===== src/rtl/control_sequencer_pkg.sv =====
// control_sequencer_pkg
//   Shared definitions for the control sequencer: the state encoding (also
//   visible on the State debug output), R-type and HALT opcode constants,
//   ALU operation codes and the opcode-to-ALU translation function.
//   The optional illegal-opcode trap is enabled by defining
//   CTRL_ILLEGAL_TRAP_EN; ST_TRAP is always declared so the encoding stays
//   identical between builds.
package control_sequencer_pkg;

  typedef enum logic [3:0] {
    ST_IDLE = 4'd0,
    ST_T0   = 4'd1,
    ST_T1   = 4'd2,
    ST_T2   = 4'd3,
    ST_T3   = 4'd4,
    ST_T4   = 4'd5,
    ST_T5   = 4'd6,
    ST_HALT = 4'd7,
    ST_TRAP = 4'd8
  } state_e;

  localparam logic [4:0] OP_ADD  = 5'b00011;
  localparam logic [4:0] OP_SUB  = 5'b00100;
  localparam logic [4:0] OP_AND  = 5'b00101;
  localparam logic [4:0] OP_OR   = 5'b00110;
  localparam logic [4:0] OP_HALT = 5'b11011;

  localparam logic [4:0] ALU_NONE = 5'b00000;
  localparam logic [4:0] ALU_ADD  = 5'b00011;
  localparam logic [4:0] ALU_SUB  = 5'b00100;
  localparam logic [4:0] ALU_AND  = 5'b01011;
  localparam logic [4:0] ALU_OR   = 5'b01010;

  function automatic logic is_rtype(input logic [4:0] op);
    return (op == OP_ADD) || (op == OP_SUB) || (op == OP_AND) || (op == OP_OR);
  endfunction

  function automatic logic [4:0] alu_for_opcode(input logic [4:0] op);
    logic [4:0] code;
    case (op)
      OP_ADD:  code = ALU_ADD;
      OP_SUB:  code = ALU_SUB;
      OP_AND:  code = ALU_AND;
      OP_OR:   code = ALU_OR;
      default: code = ALU_NONE;
    endcase
    return code;
  endfunction

endpackage


===== src/rtl/control_sequencer_if.sv =====
// control_sequencer_if
//   Bundles the sequencer's instruction/memory inputs and all datapath
//   control outputs.
//   master : the sequencer (drives strobes, selects, Halted, State)
//   slave  : the datapath / memory side
//   Illegal exists only when CTRL_ILLEGAL_TRAP_EN is defined.
//
//   Memory handshake: Read is the request and is held high for every T1
//   cycle; MemReady acts as ready/valid for the read data. A transfer
//   completes on the first rising edge where Read=1 and MemReady=1, and
//   the sequencer leaves T1 on exactly that edge. MemReady is ignored in
//   every other state.
interface control_sequencer_if;
  logic        Run;
  logic [31:0] IR;
  logic        MemReady;

  logic        PCout, ZLOout, MDRout;
  logic        MARin, Zin, PCin, MDRin, IRin, Yin, IncrementPC, Read;
  logic [4:0]  ALUControl;
  logic [15:0] Rin, Rout;
  logic        Halted;
  logic [3:0]  State;
`ifdef CTRL_ILLEGAL_TRAP_EN
  logic        Illegal;
`endif

  modport master (
    input  Run, IR, MemReady,
`ifdef CTRL_ILLEGAL_TRAP_EN
    output Illegal,
`endif
    output PCout, ZLOout, MDRout, MARin, Zin, PCin, MDRin, IRin, Yin,
           IncrementPC, Read, ALUControl, Rin, Rout, Halted, State
  );

  modport slave (
    output Run, IR, MemReady,
`ifdef CTRL_ILLEGAL_TRAP_EN
    input  Illegal,
`endif
    input  PCout, ZLOout, MDRout, MARin, Zin, PCin, MDRin, IRin, Yin,
           IncrementPC, Read, ALUControl, Rin, Rout, Halted, State
  );
endinterface


===== src/rtl/control_sequencer_reg_select_decoder.sv =====
// reg_select_decoder
//   Converts a 4-bit register field into a 16-bit one-hot select.
//   field_i  : register number 0..15
//   onehot_o : bit field_i set, all others clear
module reg_select_decoder (
  input  logic [3:0]  field_i,
  output logic [15:0] onehot_o
);
  assign onehot_o = 16'd1 << field_i;
endmodule


===== src/rtl/control_sequencer.sv =====
// control_sequencer
//   Multi-cycle control FSM: fetch (T0-T2), R-type execute (T3-T5), HALT,
//   and an optional illegal-opcode TRAP (macro CTRL_ILLEGAL_TRAP_EN).
//   Ports:
//     Clock : rising-edge clock
//     Reset : asynchronous, active-high; forces IDLE and all outputs low
//     bus   : control_sequencer_if.master (Run, IR, MemReady in; all
//             control strobes, register selects, Halted, State out)
//   Outputs are purely decoded from the current state (plus IR fields in
//   T3-T5), so asserting Reset clears them without waiting for an edge.
module control_sequencer
  import control_sequencer_pkg::*;
(
  input  logic                 Clock,
  input  logic                 Reset,
  control_sequencer_if.master  bus
);

  state_e      state_q, state_d;
  logic        first_t1_q, first_t1_d;
  logic [4:0]  opcode;
  logic [15:0] ra_onehot, rb_onehot, rc_onehot;
  logic        unused_ir_low;

  // IR is stable from T3 onward, so fields are decoded straight from the port.
  assign opcode        = bus.IR[31:27];
  assign unused_ir_low = ^bus.IR[14:0];

  reg_select_decoder u_ra_dec (.field_i(bus.IR[26:23]), .onehot_o(ra_onehot));
  reg_select_decoder u_rb_dec (.field_i(bus.IR[22:19]), .onehot_o(rb_onehot));
  reg_select_decoder u_rc_dec (.field_i(bus.IR[18:15]), .onehot_o(rc_onehot));

  assign bus.State = state_q;

  always_ff @(posedge Clock or posedge Reset) begin
    if (Reset) begin
      state_q    <= ST_IDLE;
      first_t1_q <= 1'b0;
    end else begin
      state_q    <= state_d;
      first_t1_q <= first_t1_d;
    end
  end

  always_comb begin
    state_d         = state_q;
    // T1 is only ever entered from T0, so this marks its first cycle;
    // PC increment must not repeat while waiting on memory.
    first_t1_d      = (state_q == ST_T0);
    bus.PCout       = 1'b0;
    bus.ZLOout      = 1'b0;
    bus.MDRout      = 1'b0;
    bus.MARin       = 1'b0;
    bus.Zin         = 1'b0;
    bus.PCin        = 1'b0;
    bus.MDRin       = 1'b0;
    bus.IRin        = 1'b0;
    bus.Yin         = 1'b0;
    bus.IncrementPC = 1'b0;
    bus.Read        = 1'b0;
    bus.ALUControl  = ALU_NONE;
    bus.Rin         = '0;
    bus.Rout        = '0;
    bus.Halted      = 1'b0;
`ifdef CTRL_ILLEGAL_TRAP_EN
    bus.Illegal     = 1'b0;
`endif

    case (state_q)
      ST_IDLE: if (bus.Run) state_d = ST_T0;
      ST_T0: begin
        bus.PCout = 1'b1;
        bus.MARin = 1'b1;
        bus.Zin   = 1'b1;
        state_d   = ST_T1;
      end
      ST_T1: begin
        bus.ZLOout      = 1'b1;
        bus.Read        = 1'b1;
        bus.MDRin       = 1'b1;
        bus.PCin        = first_t1_q;
        bus.IncrementPC = first_t1_q;
        if (bus.MemReady) state_d = ST_T2;
      end
      ST_T2: begin
        bus.MDRout = 1'b1;
        bus.IRin   = 1'b1;
        state_d    = ST_T3;
      end
      ST_T3: begin
        if (is_rtype(opcode)) begin
          bus.Rout = rb_onehot;
          bus.Yin  = 1'b1;
          state_d  = ST_T4;
        end else if (opcode == OP_HALT) begin
          state_d = ST_HALT;
        end else begin
`ifdef CTRL_ILLEGAL_TRAP_EN
          state_d = ST_TRAP;
`else
          // Unknown opcode retires as a NOP.
          state_d = bus.Run ? ST_T0 : ST_IDLE;
`endif
        end
      end
      ST_T4: begin
        bus.Rout       = rc_onehot;
        bus.Zin        = 1'b1;
        bus.ALUControl = alu_for_opcode(opcode);
        state_d        = ST_T5;
      end
      ST_T5: begin
        bus.ZLOout = 1'b1;
        bus.Rin    = ra_onehot;
        // Run is only consulted at instruction boundaries.
        state_d    = bus.Run ? ST_T0 : ST_IDLE;
      end
      ST_HALT: bus.Halted = 1'b1;
`ifdef CTRL_ILLEGAL_TRAP_EN
      ST_TRAP: bus.Illegal = 1'b1;
`endif
      default: state_d = ST_IDLE;
    endcase
  end

endmodule


===== src/flat_wrapper.sv =====
// flat-port wrapper written by rule: the top's interface ports become plain ports
module control_sequencer_flat import control_sequencer_pkg::*;
  (Clock, Reset, bus_Run, bus_IR, bus_MemReady, bus_PCout, bus_ZLOout, bus_MDRout, bus_MARin, bus_Zin, bus_PCin, bus_MDRin, bus_IRin, bus_Yin, bus_IncrementPC, bus_Read, bus_ALUControl, bus_Rin, bus_Rout, bus_Halted, bus_State);
  control_sequencer_if bus_i ();
  input  logic Clock;
  input  logic Reset;
  input wire logic [$bits(bus_i.Run)-1:0] bus_Run;
  input wire logic [$bits(bus_i.IR)-1:0] bus_IR;
  input wire logic [$bits(bus_i.MemReady)-1:0] bus_MemReady;
  output wire logic [$bits(bus_i.PCout)-1:0] bus_PCout;
  output wire logic [$bits(bus_i.ZLOout)-1:0] bus_ZLOout;
  output wire logic [$bits(bus_i.MDRout)-1:0] bus_MDRout;
  output wire logic [$bits(bus_i.MARin)-1:0] bus_MARin;
  output wire logic [$bits(bus_i.Zin)-1:0] bus_Zin;
  output wire logic [$bits(bus_i.PCin)-1:0] bus_PCin;
  output wire logic [$bits(bus_i.MDRin)-1:0] bus_MDRin;
  output wire logic [$bits(bus_i.IRin)-1:0] bus_IRin;
  output wire logic [$bits(bus_i.Yin)-1:0] bus_Yin;
  output wire logic [$bits(bus_i.IncrementPC)-1:0] bus_IncrementPC;
  output wire logic [$bits(bus_i.Read)-1:0] bus_Read;
  output wire logic [$bits(bus_i.ALUControl)-1:0] bus_ALUControl;
  output wire logic [$bits(bus_i.Rin)-1:0] bus_Rin;
  output wire logic [$bits(bus_i.Rout)-1:0] bus_Rout;
  output wire logic [$bits(bus_i.Halted)-1:0] bus_Halted;
  output wire logic [$bits(bus_i.State)-1:0] bus_State;
  assign bus_i.Run = bus_Run;
  assign bus_i.IR = bus_IR;
  assign bus_i.MemReady = bus_MemReady;
  assign bus_PCout = bus_i.PCout;
  assign bus_ZLOout = bus_i.ZLOout;
  assign bus_MDRout = bus_i.MDRout;
  assign bus_MARin = bus_i.MARin;
  assign bus_Zin = bus_i.Zin;
  assign bus_PCin = bus_i.PCin;
  assign bus_MDRin = bus_i.MDRin;
  assign bus_IRin = bus_i.IRin;
  assign bus_Yin = bus_i.Yin;
  assign bus_IncrementPC = bus_i.IncrementPC;
  assign bus_Read = bus_i.Read;
  assign bus_ALUControl = bus_i.ALUControl;
  assign bus_Rin = bus_i.Rin;
  assign bus_Rout = bus_i.Rout;
  assign bus_Halted = bus_i.Halted;
  assign bus_State = bus_i.State;
  control_sequencer u_core (.Clock(Clock), .Reset(Reset), .bus(bus_i));
endmodule

===== config.mk =====
export PLATFORM = sky130hd
export DESIGN_NAME = control_sequencer_flat
export DESIGN_NICKNAME = d
export VERILOG_FILES = /design/src/rtl/control_sequencer_pkg.sv /design/src/rtl/control_sequencer_if.sv /design/src/rtl/control_sequencer_reg_select_decoder.sv /design/src/rtl/control_sequencer.sv /design/src/flat_wrapper.sv
export SDC_FILE = /design/constraint.sdc
export NUM_CORES = 1
export LEC_CHECK = 0
export CORE_UTILIZATION = 30
export CTS_BUF_LIST = sky130_fd_sc_hd__clkbuf_2
export DETAILED_ROUTE_END_ITERATION = 7
export PLACE_DENSITY = 0.81
export SLEW_MARGIN = 20
export SYNTH_ARGS = -nofsm -noshare
export SYNTH_HDL_FRONTEND = slang
export SYNTH_SLANG_ARGS = --single-unit

===== constraint.sdc =====
create_clock -name Clock -period 1.7 [get_ports Clock]
set_input_delay 0.17 -clock Clock [delete_from_list [all_inputs] [get_ports Clock]]
set_output_delay 0.17 -clock Clock [all_outputs]
set_load 0.02 [all_outputs]

==> reports/summary.txt, run 1 <==
Worst Setup End Kind -> output port
Final layout net count -> 283
CP arrival -> 1.69 ns
GR Layer Usage met3 -> 0.0415
Max frequency -> 537 MHz
Worst path cell trace -> nor3_4 -> o211ai_4 -> buf_12 -> buf_8 -> o32ai_4 -> buf_6
Skew-Pair Late Insertion Delay -> 0.21 ns
Max cap viols -> 0
DP HPWL -> 2890 microns
Failing checks -> negative setup slack
Synth top area cells -> dfrtp_1 (11%), o31ai_1 (10%), nor2_1 (6.8%)
Hold Vio Cnt, Final -> 0
Register area -> 103 sq um
Row cnt -> 19
Pre-CTS setup slack -> -0.636 ns
Routed wire per std cell -> 17.9 microns
P_leak -> 1.02 nW
Initial antenna violation count -> 0
Final core area utilization -> 0.859
Hold-fix buffers, CTS -> 0
Number of buffers created by CTS -> 3
Gpl congestion -> 0.802
Count of cell types in the netlist -> 38
CP max-delay cell -> dfrtp_2
P per Cell Area -> 620 nW/um^2
Required @ worst endpoint -> 1.53 ns
P&R area growth vs syn -> 169%
Most frequent cells in the layout -> buf_4 (58), buf_6 (37), clkdlybuf4s50_1 (18)
Port bufs -> 71
Setup slack, reg-to-reg -> 0.11 ns
Reg2reg end -> u_core.bus.State[2]$_DFFE_PP0P_
Worst setup SP type -> flop
Floorplan core area -> 2780 sq um
Mapped cell area -> 888 sq um
Final-report setup violation count -> 29
Final hold slack -> 0.156 ns
Root Driver -> clkbuf_2
Clock sinks -> 4
Drt pass-1 iters -> 6
Fillers -> 145
Final Cell Area -> 2390 sq um
Largest net degree at the start of global routing -> 12
Reg2Reg Depth -> 7
Htree depth -> 1
RSZ-0062 raised after global routing -> yes
Yosys top cell area share -> 0.113
Fin crit share -> 1.09
Multi-input gate area -> 1040 sq um
Setup_tns -> -2.65 ns
Crit-path leading delay family -> buffers and inverters
Final wirelength -> 4950 microns
Final Max Slew Viols -> 0
Vias/cell -> 5.54
Chip height -> 56.4 microns
Iter 0 DRT Violations -> 30
Worst r2r src -> u_core.bus.State[1]$_DFFE_PP0P_
Fraction of registers with async set or reset after synthesis -> 1.00
Vias -> 1529
Busiest layer in global routing -> met2
Minimum clock period -> 1.86 ns
Post-synthesis sequential area ratio -> 0.113
Die W -> 56.4 microns
FF+latch count, synth -> 4
Largest fanout on the critical path -> 6
Post-DRT Antenna Nets -> 0
Clock Path Buffers -> 2
Die ar. -> 3180 sq um
Antenna Cells -> 0
Gr usage total -> 0.258
Leading cell type in the layout, fill and taps excluded -> buf_4
Most used flip-flop cell after synthesis -> dfrtp_1
First-pass GRT wire length -> 6690 microns
Initial Utilization -> 0.319
Layout cells sized above 1 -> 0.641
Status -> complete, but fails checks
Grt total ovfl -> 0
Syn. warnings -> 0
Crit path largest cell delay -> 0.44 ns
Maximum VDD drop -> 1.26 mV
Worst hold-check path type -> in -> async
Worst clock skew -> 0.00600 ns
Yosys top cell by area -> dfrtp_1
Residual DRC -> 0
EDFF count, synth -> 0
WP buf/inv -> 3
Ports -> 89
Syn Inst Count -> 125
DP Area -> 1960 sq um
Number of global-route vias before repair -> 1486
Clock slew at reported path FFs -> 0.06 ns
TritonCTS clock tree -> done
Routing usage on met1 -> 0.279
Grt met2 use -> 0.509
Mean Syn Cell Area -> 7.11 sq um
Setup Crit Path Kind -> reg -> out
Final setup margin -> -0.161 ns
worst max-delay path by stage:
stage,slack [ns],cells after the start,from,end
finish,-0.16,6,u_core.bus.State[1]$_DFFE_PP0P_,bus_Rout[5]
global route,-0.23,6,u_core.bus.State[1]$_DFFE_PP0P_,bus_Rout[5]
CTS,-0.18,6,u_core.bus.State[1]$_DFFE_PP0P_,bus_Rout[5]
detailed placement,-0.64,6,bus_IR[30],bus_Rout[12]
global placement,-0.59,6,bus_IR[30],bus_Rout[7]
floorplan,-0.11,4,u_core.bus.State[2]$_DFFE_PP0P_,bus_Rout[10]
flip-flops by register name, summed over array words and instances, names as in the netlist:
name               flops
u_core.bus.State       3
u_core.first_t1_q      1
per-stage QoR:
step                      power (W)  instances
after detailed placement    0.00130        250
final                       0.00148        276
after global placement      0.00128        250
after global routing        0.00155        276
after floorplan            0.000809        126
after CTS                   0.00137        268
synthesized netlist by cell type, types with 2 or more instances:
cell,n
nand4_1,3
a31oi_1,2
a21oi_1,5
o31ai_1,12
nand3_1,5
and3b_1,2
nor2_1,16
dfrtp_1,4
nand3b_1,3
nor2b_1,4
buf_2,6
nand4b_1,4
nor3_2,2
o32ai_1,4
nand2b_1,9
buf_4,7
inv_1,4
or2_2,2
or3b_2,2
xor2_1,2
nor3_1,4
nand2_1,7
kinds of logic (layout without fill, tap and decap cells):
kind of cell           after synthesis  count (layout)  share of synthesized area
multiplexers                         1               1                     0.0127
AO/OA/AOI/OAI                       26              26                      0.228
XOR/XNOR                             2               2                     0.0197
AND/OR/NAND/NOR                     72              72                      0.496
other                                1               2                    0.00422
buffers and inverters               19             138                      0.127
flip-flops                           4               4                      0.113
repair_timing:
action / 4_1_cts / 5_1_grt
buffers inserted: 16 / 8
pin swaps: 25 / 7
gates resized for setup: 255 / 59
endpoints found under the setup margin: 48 / 41
gates cloned: 0 / 0
layer usage:
layer  share of wire  vias up
met5               0        -
met4           0.039        0
met3           0.058       21
met2            0.54       79
met1            0.37      738
li1                -      691
power breakdown:
group,internal [W],switching [W],leakage (nW)
clock,0.0000477,0.0000436,0.0125
combinational,0.000561,0.000635,0.958
sequential,0.000143,0.0000507,0.0490
area by class of cell:
class	instances	share of cell area
clock buffers	3	0.00629
inverters	4	0.00629
multi-input cells	103	0.434
flip-flops and latches	4	0.0430
well taps	31	0.0162
repair buffers	131	0.494
No activity file was read; power rests on OpenSTA's default activity.
==> run 2: changes to the inputs <==
--- a/config.mk
+++ b/config.mk
@@ -7,6 +7,7 @@
 export LEC_CHECK = 0
 export CORE_UTILIZATION = 30
 export CTS_BUF_LIST = sky130_fd_sc_hd__clkbuf_2
+export CTS_CLUSTER_SIZE = 12
 export DETAILED_ROUTE_END_ITERATION = 7
 export PLACE_DENSITY = 0.81
 export SLEW_MARGIN = 20
==> results of run 2 <==
No change in the layout: final DEF, timing and power equal those of run 1.
